**config.mk**
```make
export PLATFORM = sky130hd
export DESIGN_NAME = demux1to4_tdm
export DESIGN_NICKNAME = d
export VERILOG_FILES = /design/src/rtl/demux1to4_tdm.sv
export SDC_FILE = /design/constraint.sdc
export NUM_CORES = 1
export LEC_CHECK = 0
export ABC_AREA = 1
export BUFFER_PORTS_ARGS = -buffer_cell sky130_fd_sc_hd__buf_2
export CORE_ASPECT_RATIO = 0.6
export CORE_MARGIN = 4
export CORE_UTILIZATION = 30
export DETAILED_ROUTE_END_ITERATION = 10
export PLACE_DENSITY = 0.56
export SLEW_MARGIN = 20
export SYNTH_ARGS = -nofsm -noshare
export SYNTH_HDL_FRONTEND = slang
export SYNTH_SLANG_ARGS = --single-unit
```
**constraint.sdc**
```tcl
create_clock -name clk -period 1.44 [get_ports clk]
set_input_delay 0.072 -clock clk [delete_from_list [all_inputs] [get_ports clk]]
set_output_delay 0.072 -clock clk [all_outputs]
set_load 0.02 [all_outputs]
```
**src/rtl/demux1to4_tdm.sv**
```systemverilog
// demux1to4_tdm: receive side of a 4-slot TDM link.
// Slots of one frame are staged in shadow registers. A complete frame is
// published to registered channel outputs out_a..out_d. The frame is offered
// with frame_valid/frame_ack, and an unacked frame stalls the next slot-3 beat
// through in_ready.
//
// Handshake rules:
// - Input side: a beat transfers on a rising edge where in_valid & in_ready.
//   in_ready is combinational and drops only when a slot-3 beat would
//   overwrite a published frame the consumer has not taken.
// - Output side: frame_valid holds until an edge with frame_valid & frame_ack.
//   An ack and a publish on the same edge load the new frame and keep
//   frame_valid high.
module demux1to4_tdm #(
  parameter int WIDTH = 8
) (
  input  logic             clk,
  input  logic             rst_n,
  input  logic             in_valid,
  input  logic [WIDTH-1:0] in_data,
  input  logic             in_sync,
  output logic             in_ready,
  output logic [WIDTH-1:0] out_a,
  output logic [WIDTH-1:0] out_b,
  output logic [WIDTH-1:0] out_c,
  output logic [WIDTH-1:0] out_d,
  output logic             frame_valid,
  input  logic             frame_ack,
  output logic             sync_err,
  output logic             dbg_state_o,
  output logic [1:0]       dbg_slot_o
);

  typedef enum logic {
    HUNT = 1'b0,
    RUN  = 1'b1
  } state_t;

  state_t           state_q;
  logic [1:0]       slot_q;
  logic [WIDTH-1:0] shad_a_q;
  logic [WIDTH-1:0] shad_b_q;
  logic [WIDTH-1:0] shad_c_q;
  logic [WIDTH-1:0] out_a_q;
  logic [WIDTH-1:0] out_b_q;
  logic [WIDTH-1:0] out_c_q;
  logic [WIDTH-1:0] out_d_q;
  logic             frame_valid_q;
  logic             sync_err_q;
  logic             accept;

  // Stall only the beat that would publish over an unconsumed frame.
  assign in_ready = !((state_q == RUN) && (slot_q == 2'd3) && frame_valid_q && !frame_ack);
  assign accept   = in_valid && in_ready;

  assign out_a       = out_a_q;
  assign out_b       = out_b_q;
  assign out_c       = out_c_q;
  assign out_d       = out_d_q;
  assign frame_valid = frame_valid_q;
  assign sync_err    = sync_err_q;
  assign dbg_state_o = state_q;
  assign dbg_slot_o  = slot_q;

  // Frame alignment FSM, slot staging, publish and output handshake.
  always_ff @(posedge clk or negedge rst_n) begin
    if (!rst_n) begin
      state_q       <= HUNT;
      slot_q        <= 2'd0;
      shad_a_q      <= '0;
      shad_b_q      <= '0;
      shad_c_q      <= '0;
      out_a_q       <= '0;
      out_b_q       <= '0;
      out_c_q       <= '0;
      out_d_q       <= '0;
      frame_valid_q <= 1'b0;
      sync_err_q    <= 1'b0;
    end else begin
      sync_err_q <= 1'b0;

      // Consumer takes the frame; a publish below on the same edge wins.
      if (frame_valid_q && frame_ack) begin
        frame_valid_q <= 1'b0;
      end

      if (accept) begin
        unique case (state_q)
          HUNT: begin
            // Discard everything until a sync beat marks slot 0.
            if (in_sync) begin
              shad_a_q <= in_data;
              slot_q   <= 2'd1;
              state_q  <= RUN;
            end
          end
          RUN: begin
            if (in_sync) begin
              // Sync anywhere but slot 0 drops the partial frame and restarts.
              if (slot_q != 2'd0) begin
                sync_err_q <= 1'b1;
              end
              shad_a_q <= in_data;
              slot_q   <= 2'd1;
            end else if (slot_q == 2'd0) begin
              // Expected a sync beat: alignment lost, go back to hunting.
              sync_err_q <= 1'b1;
              state_q    <= HUNT;
            end else begin
              unique case (slot_q)
                2'd1: begin
                  shad_b_q <= in_data;
                  slot_q   <= 2'd2;
                end
                2'd2: begin
                  shad_c_q <= in_data;
                  slot_q   <= 2'd3;
                end
                2'd3: begin
                  // Slot D goes straight to the output with the staged slots.
                  out_a_q       <= shad_a_q;
                  out_b_q       <= shad_b_q;
                  out_c_q       <= shad_c_q;
                  out_d_q       <= in_data;
                  frame_valid_q <= 1'b1;
                  slot_q        <= 2'd0;
                end
                default: begin
                end
              endcase
            end
          end
          default: begin
            state_q <= HUNT;
          end
        endcase
      end
    end
  end

endmodule
```
## Word level (Yosys, flattened, before mapping)

Cells that the tools add are included.

- Bits in registers: 61
- Latch bits: 0
- RAM bits: 0
- ROM bits: 0
- Bits of input ports: 13
- Output and inout port bits: 38
- Word-level logic and storage cells: 55
- Memories: 0

- Add/subtract/negate cells: 0
- Multipliers: 0
- Div/mod/pow operators: 0
- $lt $le $gt $ge: 0
- Equality and inequality tests: 6
- Shifts and indexed selects: 0
- Multiplexer cells: 21
- Bitwise gates (word level): 3
- Reductions and logical operators: 14

Operators by type and width:

| cell | number |
|---|---|
| 5-bit AND reduction | 3 |
| 1-bit 2-to-1 mux | 14 |
| 8-bit 2-to-1 mux | 1 |
| 2-bit 2-to-1 mux | 3 |
| 2-bit case mux with 3 select lines | 1 |
| 1-bit logical AND | 5 |
| 5-bit by 2-bit != test with 1-bit output, second input constant | 1 |
| 2-bit == test, second input constant | 2 |
| 2-bit case mux with 2 select lines | 1 |
| 4-bit AND reduction | 1 |
| 3-bit != test, second input constant | 1 |
| 1-bit inverter | 3 |
| 2-bit by 1-bit == test with 1-bit output, second input constant | 1 |
| 1-bit logical NOT | 2 |
| 2-bit logical NOT | 1 |
| 2-bit != test, second input constant | 1 |
| 1-bit case mux with 2 select lines | 1 |
| 2-bit AND reduction | 1 |
| 2-bit nonzero test | 1 |

## Longest topological paths before layout

Gate-level depths: netlist (run 1).

- Word-level depth: 7
- Gate-level depth with buffers: 9
- Gate-level depth less buffers: 7

## Least setup slack after synthesis (run 1)

Ideal clock, no wire load.

- Path kind: reg2reg
- Start point: register slot_q[0], in the netlist dbg_slot_o[0]
- End point: register shad_c_q[7]
- Setup time: 119 ps
- Data arrival time: 1412 ps
- Data required time: 1321 ps
- Slack: -91 ps
- Stages on the path, launching flop included: 10
- Buffers on the path: 2
- Period minus slack after synthesis: 1531 ps
- Path through: dfrtp_1 nor2_1 inv_1 ha_1 inv_1 nor2_2 buf_6 buf_6 nand3_1 nand2_1

- Longest elaborated chain between the ends: 7
- Elaborated cells on any way between the ends: 10
- Those cells by class: eq/ne: 2; bitwise: 1; reduce/logical: 7

RTL lines:

| what | line | text |
|---|---|---|
| from (decl) | 40 | `logic [1:0] slot_q;` |
| from (signal assigned) | 69 | `slot_q <= 2'd0;` |
| from (signal assigned) | 93 | `slot_q <= 2'd1;` |
| from (signal assigned) | 104 | `slot_q <= 2'd1;` |
| 2-bit == test | 53 | `assign in_ready = !((state_q == RUN) && (slot_q == 2'd3) && frame_valid_q && !frame_ack);` |
| 1-bit logical AND (3 in series) | 53 |  |
| 1-bit logical NOT | 53 |  |
| 1-bit logical AND | 54 | `assign accept = in_valid && in_ready;` |
| 5-bit AND reduction (no source line) (*) | - |  |
| to (signal assigned) | 116 | `shad_c_q <= in_data;` |
| to (decl) | 43 | `logic [WIDTH-1:0] shad_c_q;` |

Mark *: on every way between the ends. The rest lies on a longest branch, timed or not.
A chain may end at the register's enable or synchronous reset.

## Worst setup path in the final report (run 1)

- Start point: register slot_q[1], in the netlist dbg_slot_o[1]
- End point: register out_b_q[7], in the netlist out_b[7]

- Longest elaborated chain between the ends: 7
- Elaborated cells on any way between the ends: 9
- Those cells by class: eq/ne: 1; bitwise: 1; reduce/logical: 7

RTL lines:

| what | line | text |
|---|---|---|
| 2-bit == test | 53, 110 |  |
| 1-bit logical AND (3 in series) | 53 |  |
| 1-bit logical NOT | 53 |  |
| 1-bit logical AND | 54 |  |
| 5-bit AND reduction (no source line) (*) | - |  |
| to (signal assigned) | 122 | `out_b_q <= shad_b_q;` |
| to (decl) | 45 | `logic [WIDTH-1:0] out_b_q;` |

Marked as above.

==> impl_metrics.yaml, run 1 <==
global_route:
  grt_pass1_wl_um: 11000
  grt_pass1_vias: 2173
  antenna_found_initial: 0
  grt_start_max_net_pins: 62
  grt-ovfl-total: 0
  grt.total_usage: 0.144
placed_design:
  dp_hpwl_um: 4440
  gp_congestion: 0.822
  portBuffers: 50
synth:
  syn_nets: 301
  ys_seq_elements: 61
  syn_area_sq_um: 2550
  syn_area_per_cell_sq_um: 8.90
  yosysWarnings: 0
  synth_area_leaders: "dfrtp_1, nand2_1, nand3_1, o21ai_0, inv_1"
  netlist-cell-type-count: 20
  yosys.area.top_type: "dfrtp_1"
  yosys.area.top_type_share: 0.600
  netlist_instances: 286
  ys_seq_area_frac: 0.600
detailed_routing:
  routed_wl_um: 7100
  dr.pass1.iters: 4
  remaining_drc_errors: 0
  drt_iter0_drc: 132
  vias: 2200
  post_drt_wl_per_cell_um: 15.2
  antenna_left: 0
  vias_per_cell: 4.70
sta:
  final.period_utilization: 1.00
  finalWorstSetupSlack_ns: -0.00501
  fin_setup_tns_ns: -0.00501
  slew_headroom: 0.773
  finalClockSkew_ns: 0.00724
  rsz0062_at_grt: "true"
  fmax_ghz: 0.692
  period_needed_ns: 1.45
  setup_viol: 1
  slew_violations: 0
  finalHoldViolCount: 0
  tightest_slew_ns: 0.341
pwr:
  ir_worst_vdd_uv: 636
  pwr-share-clk: 0.305
  power_density_nw_per_um2: 2130
  p_int_mw: 4.69
  power_mw: 7.32
  switchingPower_mw: 2.63
  switching_share: 0.359
  seqPwrFrac: 0.371
  leakagePower_nw: 1.89
  p_comb_frac: 0.324
die:
  fp.dieW_um: 127
  fp.dieH_um: 79.4
  io_pins: 51
  dieArea_sq_um: 10100
  coreArea_sq_um: 8070
  row_count: 25
  start_util: 0.316
cts:
  path_clk_slew_ns: 0.05
  cts_max_path_buffers: 2
  cts_buffers: 9
  cts_tree: "done"
  htree_levels: 3
  clock-sinks: 61
  clk_latency_ns: 0.33
  cts_root_buf: "clkbuf_16"
finish:
  layout.nets: 370
  drive_gt1_frac: 0.281
  fill_cells: 823
  n_antenna_cell: 0
  final_common_cell: "nand2_1"
  syn_to_final_growth_pct: 35.2
  final_cell_mix: "nand2_1, dfrtp_1, buf_2, nand3_1, buf_4"
setup_path:
  end_kind: "register"
  crit_type: "register to register"
  cp_max_fo: 16
  crit_required_ns: 1.65
  cp-start-kind: "register"
  arrival_ns: 1.66
hold_path:
  hold_path_class: "input port to register"
status:
  run_status: "finished, violations left"
  violations: "negative setup slack"
job:
  drv_cap: 0
## logic make-up after synthesis
family	share of synthesized area
AOI/OAI and AO/OA	0.0251
adders and majority gates	0.00983
buffers and inverters	0.0472
DFF	0.600
and+or+nand+nor	0.318
## timing repair
item                                   CTS  global route
hold buffers                             2             0
endpoints found under the hold margin   62             0
gates resized for setup                  0             7
setup endpoints to repair                0            59
buffers inserted                         0             3
## stage by stage
stage          instances  cell area, sq um  hold WS, ns  worst slack, ns  utilization
6_report             468              3440       0.0292         -0.00501        0.427
5_1_grt              468              3440       0.0160          -0.0737        0.427
4_1_cts              463              3330       0.0120          0.00421        0.413
3_5_place_dp         445              3000        0.108           0.0376        0.372
3_3_place_gp         445              3000        0.111           0.0359        0.372
2_1_floorplan        286              2560       -0.224          0.00801            -
## routing by layer
| metal | vias to the layer above | track usage | wire length [um] |
|---|---|---|---|
| li1 | 1059 | - | - |
| met1 | 1070 | 0.199 | 3440 |
| met2 | 64 | 0.201 | 3040 |
| met3 | 7 | 0.0638 | 544 |
| met4 | 0 | 0.0418 | 71 |
| met5 | - | 0 | 0 |
## sequential cells by signal, summed over array words and instances (netlist names)
name,cells
dbg_state_o,1
shad_c_q,8
shad_a_q,8
out_b,8
sync_err,1
dbg_slot_o,2
out_d,8
shad_b_q,8
frame_valid,1
out_c,8
out_a,8
## power groups by stage
| stage | combinational [mW] | clock, mW | sequential [mW] |
|---|---|---|---|
| floorplan | 0.933 | 0 | 3.15 |
| global placement | 2.23 | 0 | 2.73 |
| detailed placement | 2.27 | 0 | 2.73 |
| CTS | 2.29 | 2.30 | 2.72 |
| global route | 2.63 | 2.39 | 2.80 |
| finish | 2.37 | 2.23 | 2.71 |
## critical path, cell delays in order, from the launching register on
cell	delay (ns)
dfrtp_2	0.39
nand2_2	0.09
inv_2	0.10
buf_6	0.16
nand4_1	0.11
buf_4	0.18
clkbuf_16	0.18
nand2_1	0.07
nand2_1	0.06
## final timing paths
| path | startpoint | endpoint | slack [ns] | cells after the start |
|---|---|---|---|---|
| max | dbg_slot_o[1]$_DFFE_PN0P_ | out_b[7]$_DFFE_PN0P_ | -0.005 | 8 |
| min | in_data[4] | shad_a_q[4]$_DFFE_PN0P_ | 0.03 | 3 |
| max reg2reg | dbg_slot_o[1]$_DFFE_PN0P_ | out_b[7]$_DFFE_PN0P_ | -0.005 | 8 |
| min reg2reg | out_b[6]$_DFFE_PN0P_ | out_b[6]$_DFFE_PN0P_ | 0.46 | 2 |
| max in group asynchronous | rst_n | frame_valid$_DFF_PN0_ | 0.86 | 3 |
| min in group asynchronous | rst_n | out_a[1]$_DFFE_PN0P_ | 0.27 | 3 |
## synthesized netlist by cell type
cell      count
buf_6         3
nor2_1        6
nand2_1     118
nand3_1      50
clkbuf_1      2
a21oi_1       1
nand2_2       2
nand3_4       1
nand4_1       3
buf_1         2
a31o_2        1
o21ai_0      10
inv_2         1
ha_1          2
inv_1        10
nand3_2       1
dfrtp_1      61
nor3_1        1
nor2_2        5
buf_2         6
## final cells by class
class | count | area, sq um | share of cell area
clock buffer | 11 | 233 | 0.0676
sequential | 61 | 1530 | 0.445
multi-input combinational | 201 | 937 | 0.272
inverter | 11 | 41.3 | 0.0120
tap | 108 | 135 | 0.0393
clock inverter | 5 | 75.1 | 0.0218
timing repair buffer | 71 | 489 | 0.142
Note: power is estimated with default switching activity, not from simulation.
==> inputs of run 2 (changes only) <==
- PLACE_DENSITY: 0.56 -> default
==> run 2 against run 1 <==
Against the previous run:
- the run still ends with negative setup slack left
- first-iteration DRC count up 6.8%
- global-route usage about the same
- die area unchanged
- fmax down 0.28%
- via count up 2.7%
- clock-buffer cell count up 5
- combinational power up 14%
==> impl_metrics.yaml, run 2 (same netlist as run 1, synthesis figures left out) <==
setup_path:
  arrival_ns: 1.71
  timing.rr.start: "dbg_slot_o[0]$_DFFE_PN0P_"
  cp_num_cells: 9
  max_stage_delay_ns: 0.44
  path_common_cell: "nand3_4"
  r2r_setup_slack_ns: -0.009
  crit_chain: "nand2_4 > inv_4 > nand3_4 > nand3_4 > nor2_4 > buf_12 > buf_8 > nand3_1 > nand2_1"
  cp_max_fo: 12
  cp-start-kind: "register"
  cpLargestDelayFamily: "simple AND/OR/NAND/NOR gates"
  end_kind: "register"
  setup.worst_path.end: "out_d[5]$_DFFE_PN0P_"
  r2r_end: "out_d[5]$_DFFE_PN0P_"
  crit_required_ns: 1.70
  critPathBufInv: 3
  cp_slowest_cell: "dfrtp_2"
  crit_type: "register to register"
  cp-startpoint: "dbg_slot_o[0]$_DFFE_PN0P_"
  worstRegToRegCells: 9
die:
  coreArea_sq_um: 8070
  io_pins: 51
  fp.dieH_um: 79.4
  row_count: 25
  fp.dieW_um: 127
  dieArea_sq_um: 10100
  start_util: 0.316
status:
  run_status: "finished, violations left"
  violations: "negative setup slack"
cts:
  cts_buffers: 9
  cts_root_buf: "clkbuf_16"
  cts_max_path_buffers: 2
  path_clk_slew_ns: 0.06
  clk_latency_ns: 0.33
  cts_tree: "done"
  htree_levels: 3
  clock-sinks: 61
pwr:
  power_density_nw_per_um2: 2030
  power_mw: 7.52
  leakagePower_nw: 1.99
  ir_worst_vdd_uv: 757
hold_path:
  hold_path_class: "input port to register"
global_route:
  grt_pass1_vias: 2151
  grt-ovfl-total: 0
  antenna_found_initial: 0
  grt_pass1_wl_um: 11200
  grt.total_usage: 0.144
  grt_start_max_net_pins: 51
detailed_routing:
  vias_per_cell: 4.70
  antenna_left: 0
  dr.pass1.iters: 4
  routed_wl_um: 7680
  vias: 2259
  remaining_drc_errors: 0
  post_drt_wl_per_cell_um: 16.0
  drt_iter0_drc: 141
job:
  drv_cap: 0
sta:
  fmax_ghz: 0.690
  period_needed_ns: 1.45
  final.period_utilization: 1.01
  slew_headroom: 0.803
  rsz0062_at_grt: "true"
  setup_viol: 5
  finalHoldViolCount: 0
  fin_setup_tns_ns: -0.0158
  tightest_slew_ns: 0.296
  finalWorstSetupSlack_ns: -0.00902
  finalClockSkew_ns: 0.00866
  slew_violations: 0
placed_design:
  portBuffers: 50
  gp_congestion: 0.842
  dp_hpwl_um: 4620
  dp_cells: 447
  dpl-instance-area_sq_um: 3020
finish:
  drive_gt1_frac: 0.362
  postLayoutCellArea_sq_um: 3700
  post-route-util: 0.458
  n_antenna_cell: 0
  layout.nets: 383
  final_common_cell: "nand2_1"
  final_cells: 481
  syn_to_final_growth_pct: 45.2
  final_cell_mix: "nand2_1, dfrtp_1, buf_2, nand3_1, buf_4"
-- run 2: worst min-delay path by stage --
stage	from	to	depth (start not counted)
6_report	in_data[4]	shad_a_q[4]$_DFFE_PN0P_	3
3_3_place_gp	rst_n	sync_err$_DFF_PN0_	1
4_1_cts	in_data[4]	shad_a_q[4]$_DFFE_PN0P_	3
2_1_floorplan	rst_n	dbg_slot_o[0]$_DFFE_PN0P_	0
5_1_grt	in_data[4]	shad_a_q[4]$_DFFE_PN0P_	3
3_5_place_dp	rst_n	sync_err$_DFF_PN0_	1
-- run 2: report_power, final --
group / total, mW / switching [mW] / internal [mW] / leakage (nW)
clock network: 2.07 / 0.718 / 1.35 / 0.143
logic: 2.71 / 1.66 / 1.04 / 1.05
registers: 2.74 / 0.397 / 2.35 / 0.790
total: 7.52 / 2.78 / 4.74 / 1.99
-- run 2: worst reg2reg max path, stage by stage, from the launching register on --
cell     delay (ns)
dfrtp_2        0.44
nand2_4        0.10
inv_4          0.05
nand3_4        0.10
nand3_4        0.08
nor2_4         0.14
buf_12         0.15
buf_8          0.16
nand3_1        0.08
nand2_1        0.08
-- run 2: stage by stage --
stage               hold WS (ns)  setup WS (ns)
floorplan                 -0.224        0.00801
global placement         -0.0279         0.0414
detailed placement       -0.0275        0.00609
CTS                      0.00372         0.0478
global route              0.0189        -0.0715
finish                    0.0333       -0.00902
-- run 2: what timing repair did --
item	in CTS	in global routing
buffers inserted	1	7
pin swaps	1	24
hold buffers	1	0
cloned	0	9
setup endpoints to repair	14	48
endpoints found under the hold margin	61	0
gates resized for setup	1	33
-- run 2: layout make-up --
| class | instances | area [sq um] |
|---|---|---|
| fill | 796 | 4370 |
| sequential | 61 | 1530 |
| multi-input combinational | 201 | 1020 |
| timing repair buffer | 84 | 676 |
| clock buffer | 16 | 292 |
| tap | 108 | 135 |
| inverter | 11 | 43.8 |
-- run 2: layer usage --
metal,global-route usage,wire [um],vias to the layer above
li1,-,-,1085
met1,0.201,3680,1098
met2,0.197,3280,72
met3,0.0733,689,4
met4,0.0300,29,0
met5,0,0,-
==> inputs of run 3 (changes only) <==
--- a/config.mk
+++ b/config.mk
@@ -12,4 +12,6 @@
 export CORE_UTILIZATION = 30
 export DETAILED_ROUTE_END_ITERATION = 10
+export PLACE_DENSITY = 0.51
+export SETUP_SLACK_MARGIN = 0.5
 export SLEW_MARGIN = 20
 export SYNTH_ARGS = -nofsm -noshare
==> constraint.sdc (replaced) <==
create_clock -name clk -period 1.44 [get_ports clk]
set_input_delay 0.072 -clock clk [delete_from_list [all_inputs] [get_ports clk]]
set_output_delay 0.072 -clock clk [all_outputs]
set_load 0.01 [all_outputs]
==> run 3 against run 2 <==
Against the previous run:
- the run now ends clean
- worst setup slack improved by 0.010 ns
- clock power decreased by 7%
- via count up 5.9%
- sequential cell count did not move
- critical path depth shrank 1
- sequential share of layout area fell by 5.0 points
- combinational power is 18% higher
- register-to-register slack barely moved
- largest power group is now combinational cells
- highest routed layer unchanged
==> impl_metrics.yaml, run 3 (same netlist as run 1, synthesis figures left out) <==
global_route:
  grt_pass1_wl_um: 12300
  grt-ovfl-total: 0
  grt_start_max_net_pins: 34
  grt_pass1_vias: 2343
  grt.total_usage: 0.159
  antenna_found_initial: 0
setup_path:
  crit_required_ns: 1.71
  critPathBufInv: 3
  max_stage_delay_ns: 0.45
  cpLargestDelayFamily: "flip-flops"
  worstRegToRegCells: 8
  cp_slowest_cell: "dfrtp_2"
  cp_num_cells: 8
  cp_max_fo: 11
  arrival_ns: 1.70
  cp-start-kind: "register"
  end_kind: "register"
  path_common_cell: "nand2_1"
  crit_type: "register to register"
  crit_chain: "nor2_4 > inv_2 > ha_4 > nand4_1 > buf_4 > buf_12 > nand2_1 > nand2_1"
die:
  coreArea_sq_um: 8070
  io_pins: 51
  row_count: 25
  fp.dieW_um: 127
  start_util: 0.316
  dieArea_sq_um: 10100
  fp.dieH_um: 79.4
sta:
  tightest_slew_ns: 0.460
  slew_violations: 0
  setup_viol: 0
  final.period_utilization: 0.999
  period_needed_ns: 1.44
  slew_headroom: 0.693
  finalClockSkew_ns: 0.00534
  fmax_ghz: 0.695
  rsz0062_at_grt: "true"
  finalHoldViolCount: 0
finish:
  final_cells: 506
  fill_cells: 750
  final_cell_mix: "nand2_1, dfrtp_1, buf_2, nand3_2, buf_4"
  syn_to_final_growth_pct: 64.9
  final_common_cell: "nand2_1"
  layout.nets: 409
  drive_gt1_frac: 0.485
  n_antenna_cell: 0
cts:
  htree_levels: 3
  path_clk_slew_ns: 0.05
  clock-sinks: 61
  cts_max_path_buffers: 2
  clk_latency_ns: 0.33
  cts_buffers: 9
  cts_root_buf: "clkbuf_16"
  cts_tree: "done"
placed_design:
  dp_cells: 449
  gp_congestion: 0.788
  portBuffers: 50
  dp_hpwl_um: 4660
pwr:
  power_mw: 7.89
  leakagePower_nw: 2.16
  power_density_nw_per_um2: 1880
  ir_worst_vdd_uv: 739
detailed_routing:
  drt_iter0_drc: 94
  vias: 2393
  vias_per_cell: 4.73
  routed_wl_um: 8100
  post_drt_wl_per_cell_um: 16.0
  antenna_left: 0
  dr.pass1.iters: 6
  remaining_drc_errors: 0
hold_path:
  hold_depth: 3
  hold_path_class: "input port to register"
job:
  drv_cap: 0
status:
  run_status: "finished clean"
==> run 3: changes by cell type in the layout (fill, tap and decap cells not counted), moves of 3 or more <==
cell | previous run | this run
nand3_1 | 40 | 17
nand3_2 | 10 | 32
buf_6 | 6 | 20
buf_4 | 17 | 29
o21ai_0 | 10 | 2
buf_2 | 50 | 44
nor2_4 | 3 | 8
o21ai_2 | 0 | 5
clkbuf_8 | 4 | 1
inv_1 | 8 | 5
nand2_2 | 10 | 7
nor2_1 | 3 | 0
o21ai_1 | 0 | 3
==> run 3: routing by layer <==
layer | up-vias | global-route usage | part of all wire
li1 | 1147 | - | -
met1 | 1166 | 0.226 | 0.48
met2 | 69 | 0.227 | 0.44
met3 | 11 | 0.0565 | 0.067
met4 | 0 | 0.0450 | 0.012
met5 | - | 0 | 0
==> run 3: final timing paths <==
path	from	end	slack (ns)
min in group asynchronous	rst_n	dbg_state_o$_DFFE_PN0N_	0.23
worst max register to register	dbg_slot_o[0]$_DFFE_PN0P_	out_c[1]$_DFFE_PN0P_	0.001
worst max-delay path	dbg_slot_o[0]$_DFFE_PN0P_	out_c[1]$_DFFE_PN0P_	0.001
worst min register to register	out_b[6]$_DFFE_PN0P_	out_b[6]$_DFFE_PN0P_	0.46
max in group asynchronous	rst_n	out_b[7]$_DFFE_PN0P_	0.66
worst min-delay path	in_data[5]	shad_c_q[5]$_DFFE_PN0P_	0.02
==> run 3: repair_timing <==
action | 4_1_cts | 5_1_grt
hold buffers | 1 | 0
cloned | 4 | 5
setup buffers | 11 | 21
endpoints found under the hold margin | 15 | 0
pin swaps | 12 | 32
resized for setup | 30 | 73
setup endpoints to repair | 68 | 95
==> run 3: area by class of cell <==
type | instances | area, sq um | area share
Inverter | 11 | 48.8 | 0.0116
Multi-Input combinational cell | 203 | 1250 | 0.298
Tap cell | 108 | 135 | 0.0322
Timing Repair Buffer | 108 | 973 | 0.232
Sequential cell | 61 | 1530 | 0.364
Clock buffer | 13 | 250 | 0.0596
Clock inverter | 2 | 10.0 | 0.00238
==> run 3: through the flow <==
stage / worst slack [ns] / TNS, ns / area, sq um / utilization / hold slack [ns]
after global routing: -0.0497 / -1.13 / 4200 / 0.520 / 0.0309
after detailed placement: -0.0151 / -0.0151 / 3090 / 0.383 / 0.0473
after CTS: 0.0691 / 0 / 3630 / 0.449 / 0.00701
final: 0.00137 / 0 / 4200 / 0.520 / 0.0238
after global placement: 0.00817 / 0 / 3090 / 0.383 / 0.0407
after floorplan: 0.0550 / 0 / 2610 / - / -0.224
==> run 3: power by group <==
part	internal [mW]	switching (mW)	total (mW)
logic	1.58	1.63	3.20
registers	2.35	0.422	2.77
clock network	1.19	0.724	1.92
total	5.12	2.77	7.89
==> run 3: worst register-to-register path: stages (launching register included) <==
cell	delay [ns]
dfrtp_2	0.45
nor2_4	0.14
inv_2	0.05
ha_4	0.18
nand4_1	0.12
buf_4	0.16
buf_12	0.14
nand2_1	0.06
nand2_1	0.07
